$ cat config.mk
export PLATFORM = sky130hd
export DESIGN_NAME = ram_scan_reader
export DESIGN_NICKNAME = d
export VERILOG_FILES = /design/src/rtl/ram_scan_reader_pkg.sv /design/src/rtl/ram_scan_reader_skid_fifo2.sv /design/src/rtl/ram_scan_reader.sv
export SDC_FILE = /design/constraint.sdc
export NUM_CORES = 1
export LEC_CHECK = 0
export CAP_MARGIN = 40
export CELL_PAD_IN_SITES_DETAIL_PLACEMENT = 2
export CELL_PAD_IN_SITES_GLOBAL_PLACEMENT = 2
export CORE_MARGIN = 8
export CORE_UTILIZATION = 38
export CTS_CLUSTER_SIZE = 14
export DETAILED_ROUTE_END_ITERATION = 10
export GPL_TIMING_DRIVEN = 0
export PLACE_DENSITY_LB_ADDON = 0.1
export SLEW_MARGIN = 40
export SYNTH_ARGS = -nofsm -noshare
export SYNTH_HDL_FRONTEND = slang
export SYNTH_SLANG_ARGS = --single-unit
$ cat constraint.sdc
create_clock -name clk -period 5.2 [get_ports clk]
set_input_delay 0.52 -clock clk [delete_from_list [all_inputs] [get_ports clk]]
set_output_delay 0.52 -clock clk [all_outputs]
set_load 0.005 [all_outputs]
$ cat src/rtl/ram_scan_reader_pkg.sv
// rtl/ram_scan_reader_pkg.sv - shared scan FSM encoding and address-width helper
package ram_scan_reader_pkg;

    typedef enum logic [1:0] {
        IDLE  = 2'd0,
        SCAN  = 2'd1,
        DRAIN = 2'd2
    } scan_state_e;

    localparam int FIFO_DEPTH = 2;

    // A one-entry dimension still needs a 1-bit address port.
    function automatic int addr_w(input int n);
        return (n > 1) ? $clog2(n) : 1;
    endfunction

endpackage

$ cat src/rtl/ram_scan_reader_skid_fifo2.sv
// rtl/ram_scan_reader_skid_fifo2.sv - two-entry registered FIFO for RAM return data
module skid_fifo2 #(
    parameter int WIDTH = 10
) (
    input  logic             clk,
    input  logic             rst_n,
    input  logic             push,
    input  logic [WIDTH-1:0] push_data,
    input  logic             pop,
    output logic [WIDTH-1:0] head,
    output logic [1:0]       count
);

    logic [WIDTH-1:0] mem [2];
    logic             wr_ptr;
    logic             rd_ptr;
    logic             do_pop;
    logic             do_push;

    assign do_pop  = pop && (count != 2'd0);
    assign do_push = push && ((count != 2'd2) || do_pop);

    always_ff @(posedge clk or negedge rst_n) begin
        if (!rst_n) begin
            mem[0] <= '0;
            mem[1] <= '0;
            wr_ptr <= 1'b0;
            rd_ptr <= 1'b0;
            count  <= 2'd0;
        end else begin
            if (do_push) begin
                mem[wr_ptr] <= push_data;
                wr_ptr      <= ~wr_ptr;
            end
            if (do_pop) begin
                rd_ptr <= ~rd_ptr;
            end
            count <= count + {1'b0, do_push} - {1'b0, do_pop};
        end
    end

    assign head = mem[rd_ptr];

endmodule

$ cat src/rtl/ram_scan_reader.sv
// rtl/ram_scan_reader.sv - row-major RAM scanner streaming elements with backpressure
module ram_scan_reader
    import ram_scan_reader_pkg::*;
#(
    parameter int DATA_WIDTH = 8,
    parameter int ROWS       = 4,
    parameter int COLS       = 32
) (
    input  logic                      clk,
    input  logic                      rst_n,
    input  logic                      start,
    output logic                      busy,
    output logic                      done,
    output logic [addr_w(ROWS)-1:0]   r_row,
    output logic [addr_w(COLS)-1:0]   r_col,
    input  logic [DATA_WIDTH-1:0]     rd_data,
    output logic [DATA_WIDTH-1:0]     out_data,
    output logic                      out_valid,
    input  logic                      out_ready,
    output logic                      out_row_last,
    output logic                      out_last
);

    localparam int RW = addr_w(ROWS);
    localparam int CW = addr_w(COLS);
    localparam int FW = DATA_WIDTH + 2;

    scan_state_e   state;
    scan_state_e   state_nxt;
    logic          issue;
    logic          accept;
    logic          pop;
    logic          inflight;
    logic          tag_row_last;
    logic          tag_last;
    logic          at_row_end;
    logic          at_end;
    logic [1:0]    occ;
    logic [2:0]    pending;
    logic [FW-1:0] head;

    assign pop        = out_valid && out_ready;
    assign accept     = start && !done;
    assign at_row_end = (r_col == CW'(COLS - 1));
    assign at_end     = at_row_end && (r_row == RW'(ROWS - 1));
    // Elements the FIFO will hold once this cycle's pop and the in-flight read settle.
    assign pending    = 3'(occ) + 3'(inflight) - 3'(pop);

    always_ff @(posedge clk or negedge rst_n) begin
        if (!rst_n) begin
            state <= IDLE;
        end else begin
            state <= state_nxt;
        end
    end

    always_comb begin
        state_nxt = state;
        case (state)
            IDLE:    if (accept) state_nxt = SCAN;
            SCAN:    if (issue && at_end) state_nxt = DRAIN;
            DRAIN:   if (pending == 3'd0) state_nxt = IDLE;
            default: state_nxt = IDLE;
        endcase
    end

    always_comb begin
        issue = 1'b0;
        busy  = 1'b1;
        case (state)
            IDLE:    busy  = 1'b0;
            SCAN:    issue = (pending < 3'(FIFO_DEPTH));
            default: ;
        endcase
    end

    always_ff @(posedge clk or negedge rst_n) begin
        if (!rst_n) begin
            r_row        <= '0;
            r_col        <= '0;
            inflight     <= 1'b0;
            tag_row_last <= 1'b0;
            tag_last     <= 1'b0;
            done         <= 1'b0;
        end else begin
            inflight <= issue;
            done     <= (state == DRAIN) && (state_nxt == IDLE);
            if (state == IDLE && accept) begin
                r_row <= '0;
                r_col <= '0;
            end else if (issue) begin
                tag_row_last <= at_row_end;
                tag_last     <= at_end;
                if (at_row_end) begin
                    r_col <= '0;
                    r_row <= (r_row == RW'(ROWS - 1)) ? '0 : r_row + RW'(1);
                end else begin
                    r_col <= r_col + CW'(1);
                end
            end
        end
    end

    // rd_data is captured only into FIFO registers, so outputs never see it combinationally.
    skid_fifo2 #(
        .WIDTH(FW)
    ) u_fifo (
        .clk       (clk),
        .rst_n     (rst_n),
        .push      (inflight),
        .push_data ({tag_last, tag_row_last, rd_data}),
        .pop       (pop),
        .head      (head),
        .count     (occ)
    );

    assign out_valid    = (occ != 2'd0);
    assign out_data     = head[DATA_WIDTH-1:0];
    assign out_row_last = head[DATA_WIDTH];
    assign out_last     = head[DATA_WIDTH+1];

endmodule

==> results_dict.tcl <==
set metrics [dict create \
    status "complete, no violations" \
    wire_per_inst_um 19.5 \
    cp.arrival_ns 3.59 \
    worstReg2RegStart "u_fifo.count[1]" \
    endpoint_kind "flip-flop" \
    cp_max_fo 9 \
    cts_hold_buffers 0 \
    final_cell_mix "37 x dfrtp_1, 30 x mux2_2, 30 x clkdlybuf4s50_1, 11 x inv_1, 7 x ha_1" \
    start_kind "flip-flop" \
    cts_max_path_buffers 2 \
    grt_pass1_wl_um 7820 \
    drive_gt1_share_pct 29.4 \
    cp.required_ns 5.38 \
    gp_congestion 0.746 \
    worst_pin_slew_ns 0.683 \
    grt_overflow 0 \
    post-route-period-util_pct 65.6 \
    die_h_um 85 \
    cts_resized 0 \
    clock_sinks 37 \
    final_cells 234 \
    n_antenna_cell 0 \
    synth_area_um2 1810 \
    reg2reg_depth 12 \
    hold_viol 0 \
    viasPerCell 5.30 \
    synthTopCellsByArea "dfrtp_1 51%, mux2_2 19%, ha_1 4.8%" \
    worst_hold_slack_ns 0.142 \
    clk_latency_ns 0.29 \
    cts_tree "done" \
    cp_cell_sequence "buf_2, or2_2, and2_1, ha_1, inv_1, ha_1, fa_1, or3b_1, buf_2, or2_0, buf_6, o31ai_1" \
    r2r-end "r_col[2]" \
    grt_start_max_net_pins 25 \
    portBuffers 31 \
    drtAntennaViolNets 0 \
    ys_ff_latch 37 \
    crit_slowest_cell "fa_1" \
    ff2ff_setup_slack_ns 1.79 \
    peakVddDrop_mv 0.314 \
    final_common_cell "dfrtp_1" \
    dieArea_um2 7230 \
    p_leak_nw 1.04 \
    cts_setup_buffers 0 \
    fin_worst_skew_ns 0.00614 \
    coreArea_um2 4660 \
    antenna_found_initial 0 \
    synth_edf_count 0 \
    die_w_um 85 \
    synthArstFlopShare_pct 100 \
    cts-buffers-inserted 5 \
    drtIter0Drc 23 \
    yosys.area.top_type "dfrtp_1" \
    grt_setup_unrepaired "false" \
    post-route-min-period_ns 3.41 \
    fmax_mhz 293 \
    rows 25 \
    seq_area_frac_synth_pct 51.2 \
    path_clk_slew_ns 0.08 \
    io_pins 32 \
    area_growth_pct 29.5 \
    num-fill-cells 459 \
    final_max_slew_viol_count 0 \
    powerDensity_nw_per_um2 611 \
    hold_path_class "in2async" \
    setup_viol 0 \
    start_util_pct 38.8 \
    drc 0 \
    synth_top_area_share_pct 51.2 \
    crit_type "reg2reg" \
    slew-limit-headroom_pct 54.4 \
    grt_pass1_vias 1517 \
    vias 1241 \
    setup-tns-final_ns 0 \
    drtPass1Iterations 4 \
    synth.distinct_cells 37 \
    synthFlopType "dfrtp_1" \
    yosys_warnings 0 \
    htree_levels 2 \
    drv_cap 0 \
    nNetsFinal 199 \
    dp.cells 226 \
    ctsRootBufferMaster "clkbuf_8" \
    synthCells 140 \
    critical-path-max-stage-delay_ns 0.51 \
    drt-total-wl_um 4570 \
    hpwlAfterDp_um 3250 \
    grtUsageTotal_pct 13.8 \
    synth_nets 160 \
    syn_avg_cell_area_um2 12.9 \
]
[registers in the layout, summed over array words and instances (netlist names)]
name	count
u_fifo.mem	20
r_col	5
r_row	2
state	2
u_fifo.count	2
done	1
inflight	1
tag_last	1
tag_row_last	1
u_fifo.rd_ptr	1
u_fifo.wr_ptr	1
[kinds of logic after synthesis]
logic type / Yosys count / share of synthesized area, %
xor+xnor: 5 / 2.42
compound gates: 18 / 8.99
flops: 37 / 51.2
mux: 32 / 19.8
buf+inv: 17 / 4.15
fa+ha+maj: 8 / 5.95
simple gates: 23 / 7.54
[power by group]
group	internal, mW	switching (mW)	total (mW)
Clock	0.191	0.104	0.295
Sequential	0.391	0.0748	0.466
Combinational	0.367	0.306	0.672
Total	0.948	0.485	1.43
[through the flow]
stage               setup WS, ns  instance area (µm²)  total power [mW]  util [%]
finish                      1.79                 2340              1.43      50.3
CTS                         1.79                 2340              1.46      50.3
floorplan                   2.08                 1810             0.871         -
detailed placement          1.65                 2210              1.15      47.4
global placement            1.73                 2190              1.10      46.9
global route                1.61                 2340              1.54      50.3
[final cells by class]
| type | instances | area (µm²) | area share, % |
|---|---|---|---|
| sequential | 37 | 926 | 39.5 |
| multi-input combinational | 86 | 808 | 34.5 |
| timing repair buffer | 32 | 333 | 14.2 |
| clock buffer | 5 | 68.8 | 2.94 |
| tap | 54 | 67.6 | 2.88 |
| clock inverter | 3 | 65.1 | 2.78 |
| inverter | 11 | 41.3 | 1.76 |
| buffer | 6 | 33.8 | 1.44 |
[worst max-delay path by stage]
stage | startpoint | to | depth (start not counted)
after CTS | u_fifo.count[1] | r_col[2] | 12
after floorplan | u_fifo.count[1] | r_col[3] | 12
after global routing | u_fifo.count[1] | r_col[3] | 11
final | u_fifo.count[1] | r_col[2] | 12
after detailed placement | out_ready | r_col[3] | 10
after global placement | out_ready | r_col[3] | 11
[cells in the mapped netlist (2+ instances only)]
library cell,instances
ha_1,7
dfrtp_1,37
xor2_1,2
o311ai_0,3
mux2_2,30
nor2_1,2
o21ai_0,4
o211ai_1,2
mux2i_1,2
clkbuf_1,2
or2_2,3
and2_1,2
nor4_1,2
inv_1,11
buf_2,3
xnor2_1,3
nand2_1,5
[per-layer routing]
| metal | wire (µm) | share of wire [%] | GRT usage [%] |
|---|---|---|---|
| met5 | 0 | 0 | 0 |
| met3 | 197 | 4.3 | 4.63 |
| met2 | 2420 | 53 | 25.1 |
| met1 | 1930 | 42 | 14.9 |
| met4 | 24 | 0.53 | 3.40 |
[critical path, delay by kind of cell (launching register included)]
kind | cells | cell delay [ns]
fa+ha+maj | 3 | 1.00
compound gates | 1 | 0.27
flops | 1 | 0.36
simple gates | 4 | 1.13
buf+inv | 4 | 0.53
Power figures use the tool's default switching activity.
==> variant 1 (same flow settings) <==
Reset style: synchronous (`rst_n`), changed in 3 clocked blocks.
--- a/src/rtl/ram_scan_reader_skid_fifo2.sv
+++ b/src/rtl/ram_scan_reader_skid_fifo2.sv
@@ -20,7 +20,7 @@
     assign do_pop  = pop && (count != 2'd0);
     assign do_push = push && ((count != 2'd2) || do_pop);
 
-    always_ff @(posedge clk or negedge rst_n) begin
+    always_ff @(posedge clk) begin
         if (!rst_n) begin
             mem[0] <= '0;
             mem[1] <= '0;
--- a/src/rtl/ram_scan_reader.sv
+++ b/src/rtl/ram_scan_reader.sv
@@ -46,7 +46,7 @@
     // Elements the FIFO will hold once this cycle's pop and the in-flight read settle.
     assign pending    = 3'(occ) + 3'(inflight) - 3'(pop);
 
-    always_ff @(posedge clk or negedge rst_n) begin
+    always_ff @(posedge clk) begin
         if (!rst_n) begin
             state <= IDLE;
         end else begin
@@ -74,7 +74,7 @@
         endcase
     end
 
-    always_ff @(posedge clk or negedge rst_n) begin
+    always_ff @(posedge clk) begin
         if (!rst_n) begin
             r_row        <= '0;
             r_col        <= '0;
Formal check against the unedited RTL: differs if rst_n is asserted again (counterexample within 4 cycles, from zero or initial values and one cycle with rst_n low); with rst_n held inactive, the same outputs for 10 cycles.
==> variant 1 against the original RTL <==
  * Setup slack better by 280 ps
  * Area after synthesis fell by 0.62%
  * Design area down 2.8%
  * Register-to-register slack gained 500 ps
  * Total power fell by 34%
  * Sequential cell count rose by 1
  * Global-route usage is 0.76 points higher
  * Wire length grew 7.5%
==> variant 1: results (changes against the original RTL) <==
Crit Path Class in -> reg (was reg -> reg); xor and xnor fraction of the mapped netlist area 2.436% (was 2.420%); clk tree area frac 3.571% (was 5.713%); hold slack final 519.5 ps (was 141.7 ps); gr usage total 14.55% (was 13.79%); DP Worst Slack 1756 ps (was 1652 ps); register area 960.9 um^2 (was 925.9 um^2); crit path max-delay cell type or4_1 (was fa_1); outcome completed (unchanged); multi-input combinational area share 35.11% (was 34.49%); Final WS setup 2072 ps (was 1791 ps); detailed placement HPWL 3730 um (was 3247 um); ranking of synthesized cells by area edfxtp_1 (33%), dfxtp_1 (20%), and2_1 (7.3%) (was dfrtp_1 (51%), mux2_2 (19%), ha_1 (4.8%)); R2R cell count 9 (was 12); asr flop ratio synth 0% (was 100.0%); post-synthesis sequential area ratio 53.44% (was 51.18%); routability cong. 0.6930 (was 0.7460); placed cells 242 (was 226); Synthesized Nets 177 (was 160); static leakage 0.8534 nW (was 1.039 nW); Pwr Total 0.9420 mW (was 1.433 mW); clk_skew 6.947 ps (was 6.137 ps); drt total wl 4907 um (was 4565 um); Commonest cells post-synth and2_1 (21), edfxtp_1 (20), dfxtp_1 (18), mux2_2 (10), inv_1 (8) (was dfrtp_1 (37), mux2_2 (30), inv_1 (11), ha_1 (7), nand2_1 (5)); Worst Tran Pin Value 590.6 ps (was 683.5 ps); Peak VDD IR 0.0001719 V (was 0.0003143 V); vias in the first global route 1548 (was 1517); Critical Path Start out_ready (was u_fifo.count[1]); Sw Pwr 0.3222 mW (was 0.4846 mW); RR Endpoint r_col[3] (was r_col[2]); EDFF count, synth 20 (was 0); post-synthesis compound-gate area fraction 8.142% (was 8.990%); post-synth cell types 36 (was 37); non-clock buffer share of cell area 14.84% (was 15.64%); Placement Cell Area 2182 um^2 (was 2210 um^2); Hold WC Path Type reg -> reg (was in -> async); # clock sinks 38 (was 37); drt first-iter violations 44 (was 23); worst-path fanout max 10 (was 9); crit path DAT 3350 ps (was 3590 ps); Buffers, non-clock 36 (was 38); post-synthesis adder-cell area fraction 5.985% (was 5.947%); Avg Cell Area, Syn 11.45 um^2 (was 12.92 um^2)
[variant 1: changes by cell type in the layout (fill, tap and decap cells not counted), sizes merged, moves of 4 or more]
cell / change
dfxtp: +18
mux2: -20
and2: +19
dfrtp: -37
nor2: +4
o311ai: -4
edfxtp: +20
nand3: +4
a21oi: +6
o21a: +5
[variant 1: per-layer routing]
| metal | GRT usage, % | routed length (um) |
|---|---|---|
| met3 | 3.220 | 131 |
| met1 | 15.87 | 2058 |
| met4 | 5.825 | 79 |
| met5 | 0 | 0 |
| met2 | 26.49 | 2638 |
[variant 1: cell families after synthesis]
group / count (synthesis)
compound gates: 23
xor+xnor: 5
fa+ha+maj: 8
buf+inv: 13
flops: 38
mux: 12
simple gates: 58
[variant 1: critical path: cells and delay by family]
family / cells / cell delay [ps]
adder cells (fa/ha/maj): 3 / 950
buffers and inverters: 3 / 710
AO/OA/AOI/OAI: 2 / 300
AND/OR/NAND/NOR: 2 / 880
==> variant 2 (config.mk and constraints unchanged) <==
Without the edit above. `DATA_WIDTH`: 8 -> 10.
--- a/src/rtl/ram_scan_reader.sv
+++ b/src/rtl/ram_scan_reader.sv
@@ -2,7 +2,7 @@
 module ram_scan_reader
     import ram_scan_reader_pkg::*;
 #(
-    parameter int DATA_WIDTH = 8,
+    parameter int DATA_WIDTH = 10,
     parameter int ROWS       = 4,
     parameter int COLS       = 32
 ) (
Interface: changed (resized out_data and rd_data); port bits go from 32 to 36. No check against the original RTL was run, so the function may have changed too.
==> variant 2 against the original RTL <==
  * Total power is 4.5% higher
  * Wire length is 7.6% higher
  * Hold slack better by 70 ps
  * Sequential cell count is 4 higher
  * Setup slack better by 240 ps
  * Design area is 9.2% higher
  * Clock skew hardly changed
  * Fmax is 7.6% higher
  * Area after synthesis is 13% higher
  * Synthesized cell count is 8.6% higher
  * Critical path type unchanged
==> variant 2: results (changes against the original RTL) <==
outcome completed (unchanged); met1 WL 2031 um (was 1925 um); clk_skew 5.843 ps (was 6.137 ps); post-synthesis sequential area ratio 50.28% (was 51.18%); met3 wire len 156 um (was 197 um); antenna violations before repair 0 (unchanged); drt first-iter violations 26 (was 23); met3 usage 2.941% (was 4.633%); final net count 216 (was 199); # diodes 0 (unchanged); post-CTS setup buffers 0 (unchanged); vias in the first global route 1628 (was 1517); met1 global-route usage 14.65% (was 14.86%); largest net degree at the start of global routing 42 (was 25); r2r setup slk 2030 ps (was 1790 ps); first-pass GRT wire length 8155 um (was 7824 um); drt first pass iters 2 (was 4); CTS Root Cell clkbuf_8 (unchanged); worst-skew pair later-pin latency 290 ps (about the same); area leader, netlist dfrtp_1 (unchanged); post-DR vias/cell 5.060 (was 5.303); Port-buffer cells 35 (was 31); critical path's top delay family simple AND/OR/NAND/NOR gates (unchanged); asr flop ratio synth 100.0% (unchanged); DP Worst Slack 1811 ps (was 1652 ps); Top Registers u_fifo.mem x24, r_col x5 (was u_fifo.mem x20, r_col x5); Commonest cells post-synth dfrtp_1 (41), mux2_2 (26), mux2_4 (10), inv_1 (8) (was dfrtp_1 (37), mux2_2 (30), inv_1 (11), ha_1 (7), nand2_1 (5)); detailed placement HPWL 3720 um (was 3247 um); Synthesized Nets 174 (was 160); crit path DAT 3330 ps (was 3590 ps); max incr delay on CP 530 ps (was 510 ps); crit path max-delay cell type fa_1 (unchanged); routability cong. 0.7780 (was 0.7460); post-synth cell types 41 (was 37); wire length on met2 2663 um (was 2418 um); Highest Clock Rate 315.7 MHz (was 293.3 MHz); drt total wl 4911 um (was 4565 um); maximum clock path buffer count 2 (unchanged); placed cells 257 (was 226); worst-path fanout max 7 (was 9); Avg Cell Area, Syn 13.43 um^2 (was 12.92 um^2); static leakage 1.147 nW (was 1.039 nW); layout cells sized above 1 29.23% (was 29.44%); CTS Buf Count 5 (unchanged); hold slack final 211.5 ps (was 141.7 ps); WL/cell 18.53 um (was 19.51 um); Worst Tran Pin Value 757.7 ps (was 683.5 ps); H-tree depth 2 (unchanged); gr usage total 13.49% (was 13.79%); ranking of synthesized cells by area dfrtp_1 (50%), mux2_2 (14%), mux2_4 (7.4%) (was dfrtp_1 (51%), mux2_2 (19%), ha_1 (4.8%)); met2 Usage GRT 24.92% (was 25.07%); Peak VDD IR 0.0002025 V (was 0.0003143 V)
[variant 2: cell count changes after synthesis, moves of 2 or more]
cell	change
buf_2	-2
dfrtp_1	+4
inv_1	-3
mux2_2	-4
mux2_4	+10
nand2_1	+2
nand3_1	+2
o211ai_1	-2
o311ai_0	-2
o311ai_1	+2
[variant 2: report_power, final]
| group | internal, mW | switching [mW] | total (mW) |
|---|---|---|---|
| Combinational | 0.434 | 0.340 | 0.774 |
| Sequential | 0.438 | 0.0867 | 0.525 |
| Clock | 0.0930 | 0.105 | 0.198 |
| Total | 0.965 | 0.532 | 1.50 |
[variant 2: cell families after synthesis]
| family | count (synthesis) | synth area share (%) |
|---|---|---|
| buf+inv | 15 | 4.291 |
| flops | 41 | 50.28 |
| fa+ha+maj | 8 | 5.273 |
| mux | 38 | 22.69 |
| simple gates | 27 | 7.664 |
| xor+xnor | 6 | 2.944 |
| compound gates | 17 | 6.868 |
[variant 2: final timing paths]
kind                                       end  cells past startpoint
min in group clk                u_fifo.mem[15]                      1
worst max-delay path                  r_col[2]                     10
worst min-delay path                  r_col[2]                      1
max in group asynchronous       u_fifo.mem[13]                      1
worst max register to register        r_col[2]                     10
worst min register to register  u_fifo.mem[15]                      1
[variant 2: area by class of cell]
class	instances	area, um^2
buffer	6	51.30
clock buffer	6	72.57
clock inverter	2	10.01
fill	524	2581
inverter	9	36.28
multi-input combinational	96	927.1
sequential	41	1026
tap	70	87.58
timing repair buffer	35	347.8
[variant 2: through the flow]
stage	instance area [um^2]	util, %
global route	2559	49.78
finish	2559	49.78
floorplan	2041	-
CTS	2559	49.78
detailed placement	2476	48.17
global placement	2479	48.22
